### config.mk
export PLATFORM = sky130hd
export DESIGN_NAME = hanoi_move_gen
export DESIGN_NICKNAME = d
export VERILOG_FILES = /design/src/rtl/hanoi_pkg.sv /design/src/rtl/hanoi_move_calc.sv /design/src/rtl/hanoi_move_gen.sv
export SDC_FILE = /design/constraint.sdc
export NUM_CORES = 1
export LEC_CHECK = 0
export ABC_AREA = 1
export CORE_MARGIN = 1.5
export CORE_UTILIZATION = 40
export CTS_BUF_LIST = sky130_fd_sc_hd__clkbuf_8
export DETAILED_ROUTE_END_ITERATION = 16
export SETUP_SLACK_MARGIN = 0.05
export SYNTH_ARGS = -nofsm -noshare
export SYNTH_HDL_FRONTEND = slang
export SYNTH_SLANG_ARGS = --single-unit
### constraint.sdc
create_clock -name clk -period 2.91 [get_ports clk]
set_input_delay 0.4365 -clock clk [delete_from_list [all_inputs] [get_ports clk]]
set_output_delay 0.4365 -clock clk [all_outputs]
set_load 0.005 [all_outputs]
### src/rtl/hanoi_pkg.sv
// Shared types and helpers for the Tower of Hanoi move generator.
//   peg_t             : peg number 0..2
//   PEG_SRC / PEG_DST : start and finish pegs of the tower
//   hanoi_gen_state_t : generator FSM states
//   mod3()            : combinational modulo-3 of a value of up to 16 bits
//   map_peg()         : swaps pegs 1 and 2 when the disk count is even
package hanoi_pkg;

    typedef logic [1:0] peg_t;

    localparam peg_t PEG_SRC = 2'd0;
    localparam peg_t PEG_DST = 2'd2;

    typedef enum logic [1:0] {
        IDLE = 2'd0,
        RUN  = 2'd1,
        DONE = 2'd2
    } hanoi_gen_state_t;

    // 2^i mod 3 alternates 1,2,1,2... so the weighted bit sum is congruent to
    // the value. The sum (<= 32) is then folded in 2-bit digits, since
    // 4 mod 3 == 1, until it is at most 3; a final 3 maps to 0.
    function automatic logic [1:0] mod3(input logic [15:0] value, input int width);
        logic [5:0] acc;
        acc = '0;
        for (int i = 0; i < 16; i++) begin
            if (i < width && value[i])
                acc = acc + ((i % 2 == 1) ? 6'd2 : 6'd1);
        end
        acc = 6'(acc[1:0]) + 6'(acc[3:2]) + 6'(acc[5:4]);
        acc = 6'(acc[1:0]) + 6'(acc[3:2]);
        acc = 6'(acc[1:0]) + 6'(acc[3:2]);
        return (acc[1:0] == 2'd3) ? 2'd0 : acc[1:0];
    endfunction

    function automatic peg_t map_peg(input peg_t p, input logic even);
        if (even && p == 2'd1) return 2'd2;
        if (even && p == 2'd2) return 2'd1;
        return p;
    endfunction

endpackage

### src/rtl/hanoi_move_calc.sv
// Combinational peg calculation for move number m of an S-disk solve.
//   m  : move counter, S+1 bits (the top bit absorbs (m | (m-1)) + 1)
//   fr : source peg
//   to : destination peg
// The raw formula moves the tower to peg 2 when S is odd and to peg 1 when S
// is even, so pegs 1 and 2 are swapped for even S.
module hanoi_move_calc
    import hanoi_pkg::*;
#(
    parameter int S = 3
) (
    input  logic [S:0] m,
    output logic [1:0] fr,
    output logic [1:0] to
);

    localparam logic EVEN_S = (S % 2 == 0);

    logic [S:0] lo;
    logic [S:0] hi;
    peg_t       fr_r;
    peg_t       to_r;

    always_comb begin
        lo   = m & (m - 1'b1);
        hi   = (m | (m - 1'b1)) + 1'b1;
        fr_r = mod3(16'(lo), S + 1);
        to_r = mod3(16'(hi), S + 1);
        fr   = map_peg(fr_r, EVEN_S);
        to   = map_peg(to_r, EVEN_S);
    end

endmodule

### src/rtl/hanoi_move_gen.sv
// Tower of Hanoi move generator. On start it presents the optimal 2^S-1
// moves (peg 0 -> peg 2) one at a time over a valid/ready handshake.
//   clk, rst (sync, active low)
//   start    : begin a solve, sampled in IDLE only
//   mv_valid : fr/to/mv_idx hold a move
//   mv_ready : consumer takes the move
//   fr, to   : source / destination peg
//   mv_idx   : 1-based move number, 0 outside RUN
//   busy     : solve in progress
//   done     : one-cycle pulse after the last move transfers
module hanoi_move_gen
    import hanoi_pkg::*;
#(
    parameter int S = 3
) (
    input  logic         clk,
    input  logic         rst,
    input  logic         start,
    output logic         mv_valid,
    input  logic         mv_ready,
    output logic [1:0]   fr,
    output logic [1:0]   to,
    output logic [S-1:0] mv_idx,
    output logic         busy,
    output logic         done
);

    localparam logic [S:0] LAST_M = {1'b0, {S{1'b1}}};
    localparam logic [S:0] FIRST_M = {{S{1'b0}}, 1'b1};

    hanoi_gen_state_t state_q, state_d;
    logic [S:0]       m_q, m_d;
    logic [1:0]       calc_fr;
    logic [1:0]       calc_to;

    hanoi_move_calc #(.S(S)) u_calc (
        .m  (m_q),
        .fr (calc_fr),
        .to (calc_to)
    );

    always_comb begin
        state_d  = state_q;
        m_d      = m_q;
        mv_valid = 1'b0;
        busy     = 1'b0;
        done     = 1'b0;
        fr       = '0;
        to       = '0;
        mv_idx   = '0;
        case (state_q)
            IDLE: begin
                if (start) begin
                    state_d = RUN;
                    m_d     = FIRST_M;
                end
            end
            RUN: begin
                mv_valid = 1'b1;
                busy     = 1'b1;
                fr       = calc_fr;
                to       = calc_to;
                mv_idx   = m_q[S-1:0];
                if (mv_ready) begin
                    if (m_q == LAST_M) begin
                        state_d = DONE;
                        m_d     = '0;
                    end else begin
                        m_d = m_q + 1'b1;
                    end
                end
            end
            DONE: begin
                done    = 1'b1;
                state_d = IDLE;
            end
            default: begin
                state_d = IDLE;
                m_d     = '0;
            end
        endcase
    end

    always_ff @(posedge clk) begin
        if (!rst) begin
            state_q <= IDLE;
            m_q     <= '0;
        end else begin
            state_q <= state_d;
            m_q     <= m_d;
        end
    end

endmodule
# After elaboration in Yosys (flattened, before gate mapping)
# Cells that the tools add are included.
# totals
elab_cells	56
register_bits	6
out_inout_bits	10
# classes
addsub	17
bitwise_logic	3
n_reduce_logical	3
n_eq_ne	8
mux	23
# ops
op	count
6-bit 2-to-1 mux	6
6-bit by 2-bit adder with 6-bit output (second input constant)	3
2-bit 2-to-1 mux	7
2-bit by 2-bit adder with 3-bit output	4
6-bit by 1-bit adder with 6-bit output (second input constant)	2
4-bit 2-to-1 mux	3
4-bit one-hot mux with 3 select lines	1
4-bit by 1-bit adder with 4-bit output (second input constant)	2
4-bit by 2-bit adder with 4-bit output	2
2-bit equality test (second input constant)	3
2-bit != test (second input constant)	3
3-bit AND reduction	2
2-bit adder	2
4-bit AND	1
4-bit by 3-bit equality test with 1-bit output (second input constant)	1
1-bit 2-to-1 mux	4
4-bit OR	1
2-bit one-hot mux with 2 select lines	1
4-bit by 1-bit subtractor with 4-bit output (second input constant)	1
1-bit by 2-bit adder with 3-bit output (second input constant)	1
3-bit 2-to-1 mux	1
2-bit by 1-bit equality test with 1-bit output (second input constant)	1
2-bit zero test	1
1-bit NOT	1

# Longest topological paths before layout
# Gate-level depths: netlist (run 1).
# logic_depth
depth_word	17
mapped_depth	16
mapped_depth_nobuf	15

# Cells and area by module
# From an unflattened synthesis (run 1), not the netlist that was laid out.
# hier_totals
cells_unflattened	108
area_unflattened_um2	675.6
# modules_own_cells
mod	cells_each	area_per_inst_um2	seq_area_each_um2	n_inst
hanoi_move_gen	67	402.9	120.1	1
hanoi_move_calc	41	272.8	0.0	1

# Worst setup path after synthesis (run 1)
# OpenSTA, ideal clock, no wires.
# synth_timing
path_kind	register to output
startpoint	register m_q[2]
endpoint	output to[0]
stages_incl_launch_ff	15
arrival_time_ps	2103
slack_ps	370
cell_sequence	dfxtp_1 buf_2 nand2_1 o21ai_0 o21ai_0 o21ai_0 inv_1 ha_1 ha_1 ha_1 ha_1 ha_1 xnor2_1 nand2_1 nor2_1
# synth_between
elab_chain_len	13
# synth_lines
element	line	text
start: declaration	hanoi_move_gen.sv:32	logic [S:0] m_q, m_d;
start signal: assignment	hanoi_move_gen.sv:90	m_q <= m_d;
4-bit by 1-bit subtractor with 4-bit output	hanoi_move_calc.sv:26	hi = (m | (m - 1'b1)) + 1'b1;
4-bit OR (*)	hanoi_move_calc.sv:26	
4-bit by 1-bit adder with 4-bit output (*)	hanoi_move_calc.sv:26	
6-bit 2-to-1 mux	hanoi_pkg.sv:27	if (i < width && value[i])
6-bit by 2-bit adder with 6-bit output	hanoi_pkg.sv:28	acc = acc + ((i % 2 == 1) ? 6'd2 : 6'd1);
6-bit 2-to-1 mux (*)	hanoi_pkg.sv:27	
2-bit by 2-bit adder with 3-bit output	hanoi_pkg.sv:30	acc = 6'(acc[1:0]) + 6'(acc[3:2]) + 6'(acc[5:4]);
4-bit by 2-bit adder with 4-bit output (*)	hanoi_pkg.sv:30	
2-bit by 2-bit adder with 3-bit output (*)	hanoi_pkg.sv:31	acc = 6'(acc[1:0]) + 6'(acc[3:2]);
2-bit adder (*)	hanoi_pkg.sv:32	acc = 6'(acc[1:0]) + 6'(acc[3:2]);
2-bit equality test	hanoi_pkg.sv:33	return (acc[1:0] == 2'd3) ? 2'd0 : acc[1:0];
2-bit 2-to-1 mux (*)	hanoi_pkg.sv:33	
2-bit 2-to-1 mux (*)	hanoi_move_gen.sv:51	case (state_q)
end: declaration	hanoi_move_gen.sv:22	output logic [1:0] to,
# Every way passes the cells marked *; elsewhere a longest branch is shown, timed or not.

# Worst setup path in the final report (run 1)
# layout_timing
startpoint	register m_q[0]
endpoint	output fr[1]
# layout_between
elab_chain_len	16
# layout_lines
element	line	text
4-bit by 1-bit subtractor with 4-bit output	hanoi_move_calc.sv:25	lo = m & (m - 1'b1);
4-bit AND (*)	hanoi_move_calc.sv:25	
1-bit 2-to-1 mux	hanoi_pkg.sv:27	
1-bit by 2-bit adder with 3-bit output	hanoi_pkg.sv:28	
6-bit 2-to-1 mux	hanoi_pkg.sv:27	
6-bit by 1-bit adder with 6-bit output	hanoi_pkg.sv:28	
6-bit 2-to-1 mux	hanoi_pkg.sv:27	
6-bit by 2-bit adder with 6-bit output	hanoi_pkg.sv:28	
6-bit 2-to-1 mux (*)	hanoi_pkg.sv:27	
2-bit by 2-bit adder with 3-bit output	hanoi_pkg.sv:30	
4-bit by 2-bit adder with 4-bit output (*)	hanoi_pkg.sv:30	
2-bit by 2-bit adder with 3-bit output (*)	hanoi_pkg.sv:31	
2-bit adder (*)	hanoi_pkg.sv:32	
2-bit equality test	hanoi_pkg.sv:33	
2-bit 2-to-1 mux (*)	hanoi_pkg.sv:33	
2-bit 2-to-1 mux (*)	hanoi_move_gen.sv:51	
end: declaration	hanoi_move_gen.sv:21	output logic [1:0] fr,
# Marks and branches as above.

==> results by group, run 1 <==
Yosys
  • Top-area cell type share of the netlist area: 28.62%
  • Mux share of post-synthesis cell area: 0%
  • Post-synthesis compound-gate area fraction: 6.440%
  • Top cell type by total area after synthesis: ha_1
  • Count leader, synth: ha_1
  • Mapped cell area: 699.4 um^2
  • Synth Area in Adders: approximately 29%
  • Asr flop ratio synth: 0%
  • Post-synthesis sequential area ratio: ~17%
  • Commonest cells post-synth: ha_1, nand2_1, inv_1, nor2_1, nand3_1
  • Synth area leaders: ha_1, dfxtp_1, nand2_1
  • Synthesis Warnings: 0
  • Post-synth EDFFs: 0
  • Synth Area in Simple Gates: a little under a third
  • Synth Register Bits: 6
  • Post-synthesis average cell area: just over 7 um^2
  • Syn nets: between 100 and 150
  • Post-Synth XOR/XNOR Area: 6.261%
  • Cells after synthesis: 97
  • Post-synthesis cell type count: 22
  • Largest family of logic cells by synthesized area: simple AND/OR/NAND/NOR gates
  • Ys flop type: dfxtp_1

CTS
  • CTS clock-pin slew for the worst setup and hold paths: 0.04 ns
  • H-tree depth: 1
  • Cts bufs inserted: 3
  • Hold Buf Count CTS: 0
  • Root Buffer: clkbuf_8
  • Clk_lat worst skew: approximately 0.23 ns
  • Sink Count: 6
  • CTS tree: yes
  • Worst-case clock buffer depth: 2

Critical path
  • Worst path buffer plus inverter count: 3
  • Reg2reg start: m_q[1]
  • Critical path arrival: around 2.4 ns
  • CP Class: reg -> out
  • Critical-path cell list: buf_4 -> ha_2 -> ha_4 -> ha_4 -> ha_4 -> ha_4 -> ha_4 -> ha_4 -> xnor2_2 -> buf_4 -> nor3_4 -> buf_2
  • Worst setup path startpoint: m_q[0]
  • CP Launch Type: flip-flop
  • Critical path endpoint category: output pin
  • Critical Path RT: roughly 2.5 ns
  • Critical-path top delay cell: dfxtp_4
  • CP peak stage delay: 0.35 ns
  • Crit path max fanout: 5
  • Crit path top cell by count: ha_4
  • Top delay family on crit path: adder cells

Power
  • Max IR drop VDD: roughly 0.25 mV
  • Final Power: 0.3528 mW
  • Leakage: around 0.49 nW
  • Pwr dens: 312.3 nW/um^2

Global route
  • Antenna violations before repair: 0
  • First-pass GRT wire length: 2539 um
  • Number of global-route vias before repair: approximately 650
  • Largest net degree at the start of global routing: 10
  • Tot GR Track Use: about 17%
  • Grt ovf: 0

Hold path
  • HP Start: m_q[3]
  • Min-Delay Path Class: reg -> reg

Floorplanning
  • Core area: 1577 um^2
  • Starting Density: 44.37%
  • Die height: 44.82 um
  • Die Width: about 45 um
  • Row cnt: 14
  • IO Count: 14
  • Die Area: 2008 um^2

STA
  • Period minus WS final: about 2.8 ns
  • Pins Over Slew Limit: 0
  • Slew margin rel.: 80.75%
  • Slew of the pin with the lowest slew margin: 0.2861 ns
  • Setup TNS Final: 0 ns
  • Final hold violation count: 0
  • RSZ-0062 raised after global routing: yes
  • Final period utilization: 95.81%
  • Max frequency: about 0.36 GHz
  • Final setup viols: 0
  • Skew final: 0.002756 ns

Cells and area
  • # diodes: 0
  • Layout cells sized above 1: 46.40%
  • Layout Nets: 147
  • Area Growth Syn to Fin: 61.54%

Drt
  • DR WL/cell: 11.43 um
  • Post-DRT Antenna Nets: 0
  • Drt first pass iters: 4
  • Vias: 714
  • Vias/cell: roughly 5
  • Post-route DRC: 0
  • Detailed Route Iter0 Violations: 17
  • Routed WL: between 1500 and 2000 um

Place
  • Placer congestion estimate: 0.7501
  • IO buf count: 13
  • DPL Wire Length: 1160 um

Run
  • Number of max-cap violations: 0

Status
  • Status: finished, final reports clean
## layer usage
layer / global-route usage, % / wire, um
met1: 20.24 / 708
met2: 29.57 / 816
met3: 6.000 / 81
met4: 4.118 / 5
met5: 0 / 0
## timing repair
| action | 4_1_cts | 5_1_grt |
|---|---|---|
| pin swaps | 5 | 12 |
| resized for setup | 30 | 25 |
| setup buffers | 0 | 1 |
| setup endpoints to repair | 4 | 4 |
| endpoints found under the hold margin | 0 | 0 |
## area by class of cell
class	instances	area (um^2)
sequential	6	128.9
clock buffer	3	41.29
inverter	17	66.31
fill	126	446.7
multi-input combinational	72	658.1
timing repair buffer	27	215.2
tap	16	20.02
## cell families (layout without fill, tap and decap cells)
| group | count (synthesis) | in the layout |
|---|---|---|
| AO/OA/AOI/OAI | 8 | 8 |
| XOR/XNOR | 5 | 5 |
| adder cells (fa/ha/maj) | 16 | 16 |
| buffers and inverters | 19 | 47 |
| flip-flops | 6 | 6 |
| AND/OR/NAND/NOR | 43 | 43 |
## registers in the layout (all words and copies together) (netlist names)
| signal | cells |
|---|---|
| m_q | 4 |
| state_q | 2 |
## layout by cell type, fill, tap and decap left out, types with 2 or more instances in the layout
cell type | Yosys | final
nand3_1 | 7 | 7
xnor2_2 | 0 | 2
nand2_2 | 4 | 5
inv_2 | 3 | 5
nor2_4 | 2 | 2
nand2_1 | 15 | 14
nor2_1 | 9 | 8
o21ai_1 | 0 | 2
ha_1 | 16 | 3
dfxtp_1 | 6 | 3
buf_4 | 1 | 14
xnor2_1 | 5 | 3
clkbuf_8 | 0 | 3
buf_2 | 1 | 4
ha_4 | 0 | 9
a21oi_1 | 3 | 3
nor2_2 | 1 | 2
inv_1 | 13 | 11
ha_2 | 0 | 4
clkdlybuf4s50_1 | 0 | 9
dfxtp_4 | 0 | 2
## stage by stage
stage	setup slack, ns	cells	hold WS [ns]	util, %	instance area, um^2
floorplan	0.3703	97	0.4758	-	699.4
detailed placement	-0.1836	137	0.6260	59.29	934.6
global route	-0.03242	141	0.6693	71.67	1130
CTS	0.001037	140	0.6220	64.52	1017
finish	0.1220	141	0.6406	71.67	1130
global placement	-0.1195	137	0.6205	59.29	934.6
## worst min-delay path: stages, from the launching register on
cell and delay [ns]:
dfxtp_1 0.33, buf_4 0.14, nand2_1 0.05, a21oi_1 0.06
## path summary, 6_finish.rpt
path                 to  slack [ns]  cells past startpoint
max               fr[1]        0.12                     12
min              m_q[3]        0.64                      3
max reg2reg  state_q[1]        1.63                      4
min reg2reg      m_q[3]        0.64                      3
## where the power goes
group | internal [mW] | switching, mW
clock network | 0.0891 | 0.0390
logic | 0.0698 | 0.0644
registers | 0.0857 | 0.00483
Note: power is estimated with default switching activity, not from simulation.
==> run 2, diff against run 1 <==
- clock period: 2.91 -> 2.8 ns (I/O delays scaled with it)
==> run 2 against run 1 <==
Effect of this change: first-iteration DRC count is 41% lower; power grew 13%; setup slack lost 0.075 ns; sequential cell count unchanged; core utilization grew 3.0 points; hold slack lost 0.0040 ns; die area stayed put; largest power group unchanged; non-clock buffer count shrank 3; cell count shrank 2.1%.
==> results by group, run 2 (synthesis results as in run 1) <==
STA
  • Final worst slack: 0.04750 ns (-0.07451 ns)
  • Slew margin rel.: 81.19% (+0.44 points)
  • Slew of the pin with the lowest slew margin: 0.2796 ns (-0.006479 ns)
  • Final period utilization: between 90% and 100%
  • Max frequency: approximately 0.36 GHz
  • Period minus WS final: 2.752 ns
  • Final setup viols: 0 (unchanged)
  • Final hold violation count: 0 (unchanged)
  • Pins Over Slew Limit: 0 (unchanged)
  • Min Hold Slack: 0.6366 ns (-0.004022 ns)
  • Skew final: 0.001508 ns (-0.001249 ns)
  • RSZ-0062 raised after global routing: yes
  • Setup TNS Final: 0 ns (unchanged)

Cells and area
  • Commonest non-fill, non-tap cells in the layout: nand2_1, ha_4, buf_4, inv_1, clkdlybuf4s50_1
  • Max reg flops: 4 (unchanged)
  • Post-layout util: 74.68% (+3.0 points)
  • Largest registers: m_q: 4 flops, state_q: 2 flops
  • Commonest non-fill, non-tap cell in the layout: nand2_1
  • Layout Nets: 144 (-2.0%)
  • Area Growth Syn to Fin: 68.34%
  • Fill count: 127 (+0.79%)
  • Final instance area: 1177 um^2 (+4.2%)
  • Layout cells sized above 1: 49.18% (+2.8 points)
  • Non-filler cells, final: 138 (-2.1%)
  • # diodes: 0 (unchanged)
  • Largest register by flop count: m_q

Run
  • Number of max-cap violations: 0 (unchanged)

CTS
  • Clk_lat worst skew: 0.22 ns (about the same)
  • Cts bufs inserted: 3 (unchanged)
  • Hold Buf Count CTS: 0 (unchanged)
  • Root Buffer: clkbuf_8
  • CTS tree: yes
  • Worst-case clock buffer depth: 2 (unchanged)
  • H-tree depth: 1 (unchanged)
  • CTS clock-pin slew for the worst setup and hold paths: 0.04 ns (about the same)
  • Sink Count: 6 (unchanged)

Place
  • Placer congestion estimate: 0.7308 (-2.6%)
  • DPL Wire Length: 1130 um (-2.6%)
  • DP Worst Slack: -0.3358 ns (-0.1522 ns)
  • IO buf count: 13 (unchanged)
  • Post-Place Cells: 135 (-1.5%)
  • Cell Area, Placed: 919.6 um^2 (-1.6%)

Global route
  • Grt ovf: 0 (unchanged)
  • Global route hottest layer: met2
  • Number of global-route vias before repair: 659 (+1.7%)
  • Met1 usage: 23.47% (+3.2 points)
  • Antenna violations before repair: 0 (unchanged)
  • Tot GR Track Use: 19.52% (+2.4 points)
  • First-pass GRT wire length: 2829 um (+11%)
  • Largest net degree at the start of global routing: 10 (unchanged)
  • Routing usage on met2: 34.49% (+4.9 points)
  • Grt met3 use: 4.800% (-1.2 points)

Power
  • Final Power: 0.3970 mW (+13%)
  • Leakage: 0.5077 nW (+3.0%)
  • Max IR drop VDD: 0.4400 mV (+74%)
  • Pwr dens: 337.2 nW/um^2 (+8.0%)

Critical path
  • CP Launch Type: flip-flop
  • Critical path endpoint category: output pin
  • Crit path max fanout: 4 (-1)
  • Critical Path RT: 2.38 ns (-0.09 ns)
  • CP Class: reg -> out
  • Critical path arrival: 2.33 ns (-0.02 ns)

Drt
  • Post-DRT Antenna Nets: 0 (unchanged)
  • Vias: 687 (-3.8%)
  • DR WL/cell: 12.43 um (+8.8%)
  • Detailed Route Iter0 Violations: 10 (-7)
  • Vias/cell: 4.978 (-1.7%)
  • Post-route DRC: 0 (unchanged)
  • Drt first pass iters: 4 (unchanged)
  • Routed WL: 1716 um (+6.5%)

Floorplanning
  • Starting Density: 44.37% (unchanged)
  • Die Width: 44.82 um (unchanged)
  • Row cnt: 14 (unchanged)
  • Core area: 1577 um^2 (unchanged)
  • Die Area: 2008 um^2 (unchanged)
  • Die height: 44.82 um (unchanged)
  • IO Count: 14 (unchanged)

Status
  • Status: finished, final reports clean

Hold path
  • Min-Delay Path Class: reg -> reg
run 2: cell count changes in the layout (fill, tap and decap cells not counted), sizes merged:
cell  delta
buf      -3
run 2: worst max-delay path, stage by stage (launching register included):
cell and delay, ns:
dfxtp_4 0.36, o21ai_4 0.15, o21ai_1 0.09, o21ai_1 0.09, inv_1 0.10, ha_4 0.16, inv_2 0.04, nor2_2 0.04
ha_4 0.17, ha_4 0.15, ha_4 0.15, ha_4 0.17, xnor2_4 0.16, nand2_1 0.07, nor2_1 0.08, buf_2 0.12
run 2: timing repair:
action / 4_1_cts / 5_1_grt
pin swaps: 13 / 15
endpoints found under the hold margin: 0 / 0
setup buffers: 0 / 0
setup endpoints to repair: 4 / 4
resized for setup: 41 / 25
run 2: final timing paths:
| path | from | end | slack, ns | cells after the start |
|---|---|---|---|---|
| worst max-delay path | m_q[0] | to[0] | 0.05 | 15 |
| worst min-delay path | m_q[3] | m_q[3] | 0.64 | 3 |
| worst min register to register | m_q[3] | m_q[3] | 0.64 | 3 |
| worst max register to register | m_q[1] | state_q[1] | 1.51 | 4 |
run 2: report_power, final:
part           switching [mW]  internal [mW]
Sequential            0.00570         0.0881
Combinational          0.0824         0.0904
Clock                  0.0380         0.0924
Total                   0.126          0.271
run 2: cell type report:
type	instances	area [um^2]	share of cell area, %
clock buffer	3	41.29	3.507
inverter	17	68.82	5.845
multi-input combinational	72	723.2	61.42
sequential	6	131.4	11.16
tap	16	20.02	1.700
timing repair buffer	24	192.7	16.37
run 2: routing by layer:
| layer | up-vias | share of wire [%] |
|---|---|---|
| li1 | 362 | - |
| met1 | 307 | 43 |
| met2 | 16 | 52 |
| met3 | 2 | 3.8 |
| met4 | 0 | 1.1 |
| met5 | - | 0 |
==> run 3, diff against run 2 <==
- PLACE_DENSITY_LB_ADDON: not set -> 0.15
==> run 3 against run 2 <==
Effect of this change: cell count up 0.72%; largest power group unchanged; critical path type unchanged; design area down 7.0%; sequential share of layout area up 0.73 points.
==> results by group, run 3 (synthesis results as in run 1) <==
Status
  • Status: finished, final reports clean

STA
  • Final setup viols: 0 (unchanged)
  • Final period utilization: 98.42% (+0.12 points)
  • Slew margin rel.: 84.52% (+3.3 points)
  • Max frequency: 0.3629 GHz (-0.12%)
  • Final worst slack: 0.04423 ns (-0.003272 ns)
  • Slew of the pin with the lowest slew margin: 0.2305 ns (-0.04909 ns)
  • Pins Over Slew Limit: 0 (unchanged)
  • Setup TNS Final: 0 ns (unchanged)
  • Skew final: 0.001716 ns (+0.0002088 ns)
  • RSZ-0062 raised after global routing: yes
  • Final hold violation count: 0 (unchanged)
  • Period minus WS final: 2.756 ns (+0.003272 ns)

Run
  • Number of max-cap violations: 0 (unchanged)

Critical path
  • CP peak stage delay: 0.35 ns (about the same)
  • Crit path max fanout: 4 (unchanged)
  • Critical-path cell list: inv_1 -> ha_2 -> nor2_1 -> xnor2_1 -> nor2_2 -> ha_2 -> ha_4 -> ha_4 -> ha_4 -> xnor2_4 -> nand2_1 -> nor2_1 -> buf_2
  • CP Launch Type: flip-flop
  • Crit path capture: to[0]
  • Reg2reg setup slack: 1.41 ns (-0.10 ns)
  • Reg2reg start: m_q[0]
  • Reg2Reg Depth: 8 (+4)
  • Critical path endpoint category: output pin
  • Critical-path top delay cell: dfxtp_2
  • Worst setup path startpoint: m_q[0]
  • Critical path arrival: 2.34 ns (about the same)
  • Crit path top cell by count: ha_4
  • RR Endpoint: m_q[0]
  • CP Class: reg -> out
  • Critical Path RT: 2.38 ns (about the same)

Power
  • Pwr dens: 356.3 nW/um^2 (+5.7%)
  • Max IR drop VDD: 0.4182 mV (-5.0%)
  • Leakage: 0.4937 nW (-2.7%)

Drt
  • DR WL/cell: 12.07 um (-2.9%)
  • Post-DRT Antenna Nets: 0 (unchanged)
  • Routed WL: 1678 um (-2.2%)
  • Detailed Route Iter0 Violations: 12 (+2)
  • Drt first pass iters: 4 (unchanged)
  • Vias/cell: 4.899 (-1.6%)
  • Vias: 681 (-0.87%)
  • Post-route DRC: 0 (unchanged)

CTS
  • Hold Buf Count CTS: 0 (unchanged)
  • H-tree depth: 1 (unchanged)
  • Clk_lat worst skew: 0.23 ns (about the same)
  • Root Buffer: clkbuf_8
  • Sink Count: 6 (unchanged)
  • CTS clock-pin slew for the worst setup and hold paths: 0.04 ns (about the same)
  • Worst-case clock buffer depth: 2 (unchanged)
  • CTS tree: yes
  • Cts bufs inserted: 3 (unchanged)

Global route
  • Tot GR Track Use: 20.23% (+0.71 points)
  • Largest net degree at the start of global routing: 10 (unchanged)
  • Number of global-route vias before repair: 723 (+9.7%)
  • First-pass GRT wire length: 2939 um (+3.9%)
  • Antenna violations before repair: 0 (unchanged)
  • Grt ovf: 0 (unchanged)

Cells and area
  • Largest registers: m_q: 4 flops, state_q: 2 flops
  • # diodes: 0 (unchanged)
  • Non-filler cells, final: 139 (+0.72%)
  • Commonest non-fill, non-tap cells in the layout: nand2_1, buf_4, inv_1, clkdlybuf4s50_1, ha_2
  • Largest register by flop count: m_q
  • Commonest non-fill, non-tap cell in the layout: nand2_1
  • Layout cells sized above 1: 48.78% (-0.40 points)
  • Fill count: 132 (+3.9%)
  • Layout Nets: 145 (+0.69%)
  • Area Growth Syn to Fin: 56.53%
  • Final instance area: 1095 um^2 (-7.0%)
  • Max reg flops: 4 (unchanged)

Floorplanning
  • IO Count: 14 (unchanged)
  • Starting Density: 44.37% (unchanged)
  • Die Area: 2008 um^2 (unchanged)
  • Die height: 44.82 um (unchanged)
  • Die Width: 44.82 um (unchanged)
  • Core area: 1577 um^2 (unchanged)
  • Row cnt: 14 (unchanged)

Hold path
  • Min-Delay Path Class: reg -> reg

Place
  • IO buf count: 13 (unchanged)
  • Placer congestion estimate: 0.8059 (+10%)
  • DPL Wire Length: 1151 um (+1.9%)
  • Cell Area, Placed: 912.1 um^2 (-0.82%)
  • Post-Place Cells: 134 (-0.74%)
  • DP Worst Slack: -0.2754 ns (+0.06047 ns)
## run 3: cell type report
class / instances / area, um^2 / area share, %
repair buffers: 25 / 203.9 / 18.63
inverters: 17 / 66.31 / 6.057
clock buffers: 3 / 41.29 / 3.771
well taps: 16 / 20.02 / 1.829
multi-input cells: 72 / 633.1 / 57.83
flip-flops and latches: 6 / 130.1 / 11.89
## run 3: power breakdown
part,total (mW),leakage (nW),internal (mW),switching [mW]
Clock,0.137,0.0216,0.0930,0.0439
Sequential,0.0924,0.0513,0.0881,0.00431
Combinational,0.161,0.421,0.0846,0.0763
Total,0.390,0.494,0.266,0.124
## run 3: worst min-delay path by stage
stage                     cells after the start    from     end
after floorplan                               2  m_q[3]  m_q[3]
after CTS                                     2  m_q[3]  m_q[3]
after global routing                          2  m_q[3]  m_q[3]
final                                         2  m_q[3]  m_q[3]
after global placement                        2  m_q[3]  m_q[3]
after detailed placement                      2  m_q[3]  m_q[3]
## run 3: critical path: cells and delay by family, from the launching register on
family,cells,cell delay (ns)
flops,1,0.35
fa+ha+maj,5,0.88
simple gates,4,0.36
buf+inv,2,0.19
xor+xnor,2,0.31
## run 3: repair_timing
item	4_1_cts	5_1_grt
resized for setup	43	12
setup buffers	2	0
pin swaps	13	15
setup endpoints to repair	4	4
## run 3: stage by stage
step	hold slack, ns	utilization [%]	power, mW
3_3_place_gp	0.5089	57.86	0.2036
5_1_grt	0.5266	69.44	0.4129
4_1_cts	0.5268	66.27	0.3637
3_5_place_dp	0.5138	57.86	0.2057
6_report	0.4977	69.44	0.3901
2_1_floorplan	0.4758	-	0.1657
## run 3: per-layer routing
metal / vias up / share of wire [%] / track usage (%)
met5: - / 0 / 0
met4: 0 / 0 / 1.765
met3: 0 / 4.8 / 7.200
met2: 17 / 51 / 38.26
met1: 299 / 44 / 22.38
li1: 365 / - / -
